File: config.mk
export PLATFORM = sky130hd
export DESIGN_NAME = issue_instr_queue
export DESIGN_NICKNAME = d
export VERILOG_FILES = /design/src/rtl/issue_instr_queue.sv
export SDC_FILE = /design/constraint.sdc
export NUM_CORES = 1
export LEC_CHECK = 0
export ABC_CLOCK_PERIOD_IN_PS = 2400
export BUFFER_PORTS_ARGS = -buffer_cell sky130_fd_sc_hd__buf_4
export CAP_MARGIN = 20
export CELL_PAD_IN_SITES_DETAIL_PLACEMENT = 0
export CELL_PAD_IN_SITES_GLOBAL_PLACEMENT = 1
export CORE_MARGIN = 8
export CORE_UTILIZATION = 45
export DETAILED_ROUTE_END_ITERATION = 8
export PLACE_DENSITY_LB_ADDON = 0.1
export SETUP_SLACK_MARGIN = 0.15
export SKIP_CTS_REPAIR_TIMING = 1
export SYNTH_ARGS = -nofsm -noshare
export SYNTH_HDL_FRONTEND = slang
export SYNTH_SLANG_ARGS = --single-unit
File: constraint.sdc
create_clock -name clk_i -period 2.4 [get_ports clk_i]
set_clock_uncertainty 0.1 [all_clocks]
set_input_delay 0.36 -clock clk_i [delete_from_list [all_inputs] [get_ports clk_i]]
set_output_delay 0.36 -clock clk_i [all_outputs]
set_load 0.02 [all_outputs]
File: src/rtl/issue_instr_queue.sv
// issue_instr_queue: decode-to-issue FIFO with single-outstanding control-flow gating.
// Ports: clk_i/rst_ni clock and async active-low reset; flush_i drops all entries;
//        instr_i/instr_is_ctrl_flow_i/instr_valid_i/instr_ready_o decode-side push handshake;
//        decoded_instr_o/is_ctrl_flow_o/decoded_instr_valid_o/decoded_instr_ack_i issue-side head handshake;
//        resolve_branch_i releases the wait after a control-flow issue; count_o is the occupancy.
package issue_instr_queue_pkg;
    typedef struct packed {
        logic [31:0] pc;
        logic [7:0]  op;
        logic [4:0]  rd;
        logic [4:0]  rs1;
        logic [4:0]  rs2;
    } scoreboard_entry_t;
endpackage

module issue_instr_queue
    import issue_instr_queue_pkg::*;
#(
    parameter int DEPTH = 4
) (
    input  logic                       clk_i,
    input  logic                       rst_ni,
    input  logic                       flush_i,
    input  scoreboard_entry_t          instr_i,
    input  logic                       instr_is_ctrl_flow_i,
    input  logic                       instr_valid_i,
    output logic                       instr_ready_o,
    output scoreboard_entry_t          decoded_instr_o,
    output logic                       decoded_instr_valid_o,
    output logic                       is_ctrl_flow_o,
    input  logic                       decoded_instr_ack_i,
    input  logic                       resolve_branch_i,
    output logic [$clog2(DEPTH):0]     count_o
);
    localparam int AW = $clog2(DEPTH);
    localparam int CW = AW + 1;

    typedef struct packed {
        scoreboard_entry_t instr;
        logic              ctrl;
    } entry_t;

    typedef enum logic [0:0] {IDLE, WAIT_RESOLVE} state_t;

    entry_t          mem [DEPTH];
    logic [AW-1:0]   wr_ptr, rd_ptr;
    logic [CW-1:0]   count;
    state_t          state, state_n;
    logic            full, empty, push, pop;

    assign full                  = count == CW'(DEPTH);
    assign empty                 = count == '0;
    // Ready depends only on registered occupancy, so a full queue cannot pop and push in one cycle.
    assign instr_ready_o         = !full;
    assign decoded_instr_valid_o = !empty && state == IDLE;
    assign decoded_instr_o       = mem[rd_ptr].instr;
    assign is_ctrl_flow_o        = mem[rd_ptr].ctrl;
    assign count_o               = count;
    assign push                  = instr_valid_i && instr_ready_o;
    assign pop                   = decoded_instr_valid_o && decoded_instr_ack_i;

    // A resolve while IDLE is spurious and ignored, even alongside a control-flow pop.
    always_comb begin
        state_n = state;
        if (flush_i)
            state_n = IDLE;
        else if (state == IDLE && pop && mem[rd_ptr].ctrl)
            state_n = WAIT_RESOLVE;
        else if (state == WAIT_RESOLVE && resolve_branch_i)
            state_n = IDLE;
    end

    always_ff @(posedge clk_i or negedge rst_ni) begin
        if (!rst_ni) begin
            state  <= IDLE;
            wr_ptr <= '0;
            rd_ptr <= '0;
            count  <= '0;
            for (int i = 0; i < DEPTH; i++) mem[i] <= '0;
        end else begin
            state <= state_n;
            if (flush_i) begin
                wr_ptr <= '0;
                rd_ptr <= '0;
                count  <= '0;
            end else begin
                if (push) begin
                    mem[wr_ptr] <= '{instr: instr_i, ctrl: instr_is_ctrl_flow_i};
                    wr_ptr      <= wr_ptr + 1'b1;
                end
                if (pop) rd_ptr <= rd_ptr + 1'b1;
                count <= count + CW'(push) - CW'(pop);
            end
        end
    end

    a_no_overflow: assert property (@(posedge clk_i) disable iff (!rst_ni) count <= CW'(DEPTH));
    a_no_push_full: assert property (@(posedge clk_i) disable iff (!rst_ni) !(push && full));
endmodule

==> results_dict.tcl, run 1 <==
set metrics [dict create \
    syn_area_per_cell_sq_um 18.2 \
    critical_path.cell_chain "buf_6, buf_16, mux4_2, buf_6" \
    critPathSlowestCell "mux4_2" \
    powerDensity_mw_per_mm2 1330 \
    slew_violations 0 \
    htreeDepth 1 \
    drt_wl_total_um 24800 \
    worst_pin_slew_ps 691 \
    maxCapViolCount 0 \
    critPathKind "register to primary output" \
    setup_viol 45 \
    ir_drop_uv 782 \
    port_buffers 122 \
    drt-vias-per-instance 5.19 \
    rows 57 \
    period_share_pct 103 \
    status "complete, but fails checks" \
    gp_congestion 0.711 \
    period_needed_ps 2470 \
    io_pins 123 \
    ys_ff_latch 232 \
    place_area_sq_mm 0.0121 \
    synthesis.nets 666 \
    synth.yosys.seq_area_share_pct 53.4 \
    root_buffer "clkbuf_16" \
    critPathMaxFanout 8 \
    critPathMaxStageDelay_ps 570 \
    ctsLongestPathBuffers 3 \
    vias 5908 \
    cp-startpoint "rd_ptr[0]" \
    cts_tree "built" \
    hold_viol_final 0 \
    fmax_mhz 404 \
    grt_max_degree 81 \
    die_y_um 171 \
    cpMostUsedCell "buf_6" \
    power_mw 18.6 \
    hold_path_startpoint "instr_i[54]" \
    drtPass1Iterations 4 \
    drc 0 \
    grt_usage_pct 16.7 \
    worstSkewPairLatency_ps 510 \
    drt-initial-drc-count 317 \
    syn_area_sq_mm 0.0109 \
    p_leak_nw 6.64 \
    required_ps 1940 \
    layout_setup_ws_ps -74.3 \
    core_sq_mm 0.0240 \
    rsz0062_at_grt "true" \
    ant_nets 0 \
    finalSetupTns_ps -1050 \
    globalRoute.totalOverflow 0 \
    crit_path_end_kind "primary output" \
    numCtsBuffers 27 \
    max_slew_margin_pct 53.9 \
    start_util_pct 45.2 \
    die_area_sq_mm 0.0294 \
    design_area_sq_mm 0.0140 \
    wl_per_cell_um 21.8 \
    clock_sink_count 232 \
    grt_pass1_vias 6615 \
    reg2reg_from "count_o[2]" \
    clk_pin_slew_ps 60 \
    synth-warning-count 0 \
    hpwl_um 15300 \
    fin_nets 864 \
    fillers 1849 \
    layout-drive-gt1-share_pct 59.5 \
    netlist_instances 598 \
    synthDistinctLibCells 31 \
    area_growth_pct 29.2 \
    min_path_type "input pin to register" \
    cp.arrival_ps 2010 \
    diodes 0 \
    start_kind "register" \
    antenna_found_initial 1 \
    die_w_um 171 \
    violations "negative setup slack" \
    grt_pass1_wl_um 38200 \
]
path summary, 6_finish.rpt:
kind | depth (start not counted) | to | slack (ps)
setup / recovery | 4 | is_ctrl_flow_o | -70
hold / removal | 2 | mem[223] | 8
setup reg to reg | 9 | count_o[2] | 210
hold reg to reg | 1 | mem[176] | 390
max in group asynchronous | 3 | mem[79] | 1060
min in group asynchronous | 2 | mem[158] | 300
state kept, by name, summed over array words and instances (netlist names):
register  count
wr_ptr        2
state         1
count_o       3
mem         224
rd_ptr        2
kinds of logic (layout without fill, tap and decap cells):
| kind of cell | count (synthesis) | after routing | synth area share, % |
|---|---|---|---|
| compound gates | 7 | 7 | 0.322 |
| xor+xnor | 2 | 2 | 0.161 |
| fa+ha+maj | 6 | 6 | 0.760 |
| buf+inv | 43 | 260 | 4.60 |
| flops | 232 | 232 | 53.4 |
| mux | 281 | 281 | 39.1 |
| simple gates | 27 | 27 | 1.65 |
Yosys cell counts:
cell type | count | area [sq um]
nand3_1 | 4 | 20.0
or3_1 | 2 | 12.5
mux4_2 | 56 | 1260
nand2b_1 | 2 | 12.5
nor3_1 | 2 | 10.0
nand3_2 | 4 | 40.0
inv_1 | 4 | 15.0
nor2_1 | 6 | 22.5
buf_6 | 1 | 11.3
nor3b_4 | 1 | 18.8
nor2b_1 | 3 | 18.8
mux2_2 | 82 | 923
xnor2_1 | 1 | 8.76
fa_1 | 1 | 20.0
dfrtp_1 | 232 | 5810
ha_1 | 5 | 62.6
mux2_1 | 23 | 259
nand2_1 | 1 | 3.75
a21oi_1 | 4 | 20.0
buf_1 | 2 | 7.51
buf_8 | 4 | 60.1
inv_4 | 1 | 6.26
o21ai_0 | 3 | 15.0
nor2b_4 | 1 | 13.8
buf_12 | 15 | 300
clkbuf_1 | 1 | 3.75
and2_1 | 1 | 6.26
buf_2 | 7 | 35.0
buf_4 | 8 | 60.1
xor2_1 | 1 | 8.76
mux2_4 | 120 | 1800
worst max-delay path, delay by kind of cell, from the launching register on:
family   cells  cell delay, ps
mux          1             570
flops        1             470
buf+inv      3             440
per-layer routing:
layer	wire length, um	vias up	global-route usage (%)
met5	13	-	0
met4	405	2	4.05
met3	1270	31	3.79
met2	12700	119	28.3
met1	10400	3142	21.4
li1	-	2614	-
per-stage QoR:
stage                     util (%)  hold WS, ps  std cells  setup WS [ps]
after floorplan                  -        -35.6        598            164
after global placement        50.5          274       1030            157
after detailed placement      50.5          284       1030           47.3
after CTS                     54.3         -263       1078           -150
after global routing          58.4        0.619       1139           -160
final                         58.4         7.97       1139          -74.3
final cells by class:
type / count / area [sq um] / area share [%]
Clock buffer: 36 / 739 / 5.27
Clock inverter: 12 / 164 / 1.17
Inverter: 5 / 21.3 / 0.152
Multi-Input combinational cell: 323 / 4650 / 33.1
Sequential cell: 232 / 5810 / 41.4
Tap cell: 324 / 405 / 2.89
Timing Repair Buffer: 207 / 2250 / 16.0
power breakdown:
part / total (mW) / leakage, nW / switching, mW / internal, mW
clock network: 4.14 / 0.450 / 1.56 / 2.58
registers: 6.56 / 2.93 / 0.927 / 5.63
logic: 7.94 / 3.26 / 3.13 / 4.80
cells in the final DEF (no fill, tap or decap), types with 6 or more instances in the layout:
master | netlist | layout
dfrtp_1 | 232 | 227
mux2_4 | 120 | 120
mux2_2 | 82 | 82
buf_4 | 8 | 76
buf_6 | 1 | 59
mux4_2 | 56 | 56
dlygate4sd3_1 | 0 | 46
clkbuf_16 | 0 | 31
mux2_1 | 23 | 23
buf_12 | 15 | 19
clkinv_2 | 0 | 7
clkbuf_1 | 1 | 6
(Power assumes the default switching activity.)
==> run 2, diff against run 1 <==
--- a/config.mk
+++ b/config.mk
@@ -5,7 +5,7 @@
 export SDC_FILE = /design/constraint.sdc
 export NUM_CORES = 1
 export LEC_CHECK = 0
-export ABC_CLOCK_PERIOD_IN_PS = 2400
+export ABC_CLOCK_PERIOD_IN_PS = 3100
 export BUFFER_PORTS_ARGS = -buffer_cell sky130_fd_sc_hd__buf_4
 export CAP_MARGIN = 20
 export CELL_PAD_IN_SITES_DETAIL_PLACEMENT = 0
@@ -19,3 +19,4 @@
 export SYNTH_ARGS = -nofsm -noshare
 export SYNTH_HDL_FRONTEND = slang
 export SYNTH_SLANG_ARGS = --single-unit
+export TNS_END_PERCENT = 1
==> constraint.sdc (replaced) <==
create_clock -name clk_i -period 3.1 [get_ports clk_i]
set_clock_uncertainty 0.1 [all_clocks]
set_input_delay 0.465 -clock clk_i [delete_from_list [all_inputs] [get_ports clk_i]]
set_output_delay 0.465 -clock clk_i [all_outputs]
set_load 0.02 [all_outputs]
==> results_dict.tcl, run 2 (synthesis results as in run 1) <==
set metrics [dict create \
    gp_congestion 0.745 \
    r2r_cells 9 \
    drc 0 \
    drt-initial-drc-count 296 \
    start_kind "register" \
    reg2reg_from "count_o[1]" \
    timing.rr.end "count_o[2]" \
    final_common_cell "dfrtp_1" \
    p_int_mw 9.38 \
    largest_reg_flops 224 \
    fin_nets 800 \
    cp_num_cells 3 \
    regArea_sq_mm 0.00581 \
    top_register "mem" \
    critical_path.cell_chain "buf_12, mux4_2, buf_4" \
    powerDensity_mw_per_mm2 1050 \
    rsz0062_at_grt "false" \
    ctsLongestPathBuffers 3 \
    p_sw_share_pct 30.6 \
    critPathMaxStageDelay_ps 650 \
    min_path_type "input pin to register" \
    status "complete, no violations" \
    core_sq_mm 0.0240 \
    critPathMaxFanout 25 \
    clockPowerShare_pct 23.5 \
    cp.arrival_ps 2220 \
    design_area_sq_mm 0.0129 \
    die_w_um 171 \
    whs_ps 80.4 \
    grt_pass1_wl_um 38500 \
    area_growth_pct 19.0 \
    start_util_pct 45.2 \
    grt_max_degree 91 \
    clock_sink_count 232 \
    antenna_found_initial 0 \
    multi_input_area_sq_mm 0.00459 \
    port_buffers 122 \
    numCtsBuffers 26 \
    io_pins 123 \
    critPathKind "register to primary output" \
    ant_nets 0 \
    rows 57 \
    ir_drop_uv 453 \
    slew_violations 0 \
    die_y_um 171 \
    p_switching_mw 4.14 \
    layout_common_cells "dfrtp_1, buf_4, mux2_4, mux2_2, mux4_2" \
    hpwl_um 15600 \
    fmax_mhz 359 \
    hold_viol_final 0 \
    htreeDepth 1 \
    grt_usage_pct 16.7 \
    crit_path_end_kind "primary output" \
    period_needed_ps 2790 \
    fillers 1942 \
    grt_pass1_vias 6607 \
    crit_buf_inv 2 \
    place_area_sq_mm 0.0120 \
    drt-vias-per-instance 5.30 \
    clk_pin_slew_ps 60 \
    worstSkewPairLatency_ps 530 \
    p_comb_share_pct 38.3 \
    min_to "mem[175]" \
    hold_depth 2 \
    setup_viol 0 \
    critical_path.top_delay_family "flip-flops" \
    finalSetupTns_ps 0 \
    maxCapViolCount 0 \
    seqPwrFrac_pct 38.1 \
    period_share_pct 90.0 \
    hold_path_startpoint "instr_i[6]" \
    rrSetupSlack_ps 710 \
    die_area_sq_mm 0.0294 \
    p_leak_nw 6.19 \
    layout-drive-gt1-share_pct 60.1 \
    max_slew_margin_pct 52.2 \
    root_buffer "clkbuf_16" \
    drtPass1Iterations 4 \
    critPathSlowestCell "dfrtp_4" \
    diodes 0 \
    vias 5702 \
    wl_per_cell_um 22.3 \
    cts_tree "built" \
    worst_pin_slew_ps 717 \
    drt_wl_total_um 24000 \
    globalRoute.totalOverflow 0 \
    required_ps 2530 \
]
-- run 2: worst register-to-register path, delay by kind of cell, from the launching register on --
kind | cells | cell delay, ps
AND/OR/NAND/NOR | 4 | 850
buffers and inverters | 1 | 50
XOR/XNOR | 2 | 290
adder cells (fa/ha/maj) | 2 | 540
flip-flops | 1 | 490
-- run 2: worst max-delay path by stage --
| stage | slack, ps | startpoint | to |
|---|---|---|---|
| after floorplan | 780 | count_o[1] | count_o[2] |
| after global placement | 630 | rd_ptr[0] | decoded_instr_o[36] |
| after detailed placement | 610 | rd_ptr[0] | decoded_instr_o[40] |
| after CTS | 40 | rd_ptr[0] | decoded_instr_o[36] |
| after global routing | 190 | rd_ptr[0] | decoded_instr_o[40] |
| final | 310 | rd_ptr[0] | decoded_instr_o[40] |
-- run 2: cell type report --
| class | count | area share [%] |
|---|---|---|
| Tap cell | 324 | 3.13 |
| Clock buffer | 42 | 6.36 |
| Sequential cell | 232 | 44.9 |
| Timing Repair Buffer | 144 | 9.31 |
| Multi-Input combinational cell | 323 | 35.5 |
| Inverter | 5 | 0.164 |
| Clock inverter | 6 | 0.619 |
-- run 2: power groups by stage --
stage / Clock, mW / Combinational, mW / Sequential [mW]
floorplan: 0 / 3.73 / 4.86
global placement: 0 / 5.08 / 5.15
detailed placement: 0 / 5.20 / 5.22
CTS: 3.27 / 5.23 / 5.19
global route: 3.38 / 5.52 / 5.33
finish: 3.18 / 5.18 / 5.16
-- run 2: layer usage --
layer	vias up	part of all wire [%]	track usage, %	wire length [um]
met5	-	0	0	0
met4	0	1.7	4.20	408
met3	34	5.1	3.65	1210
met2	113	50	28.8	12000
met1	3068	43	21.2	10400
li1	2487	-	-	-
-- run 2: metrics by stage --
step           power (mW)  worst slack [ps]  instances  utilization (%)
2_1_floorplan        8.59               777        598                -
3_3_place_gp         10.2               628       1026             49.9
3_5_place_dp         10.4               608       1026             49.9
4_1_cts              13.7              40.2       1074             53.7
5_1_grt              14.2               185       1076             53.8
6_report             13.5               311       1076             53.8
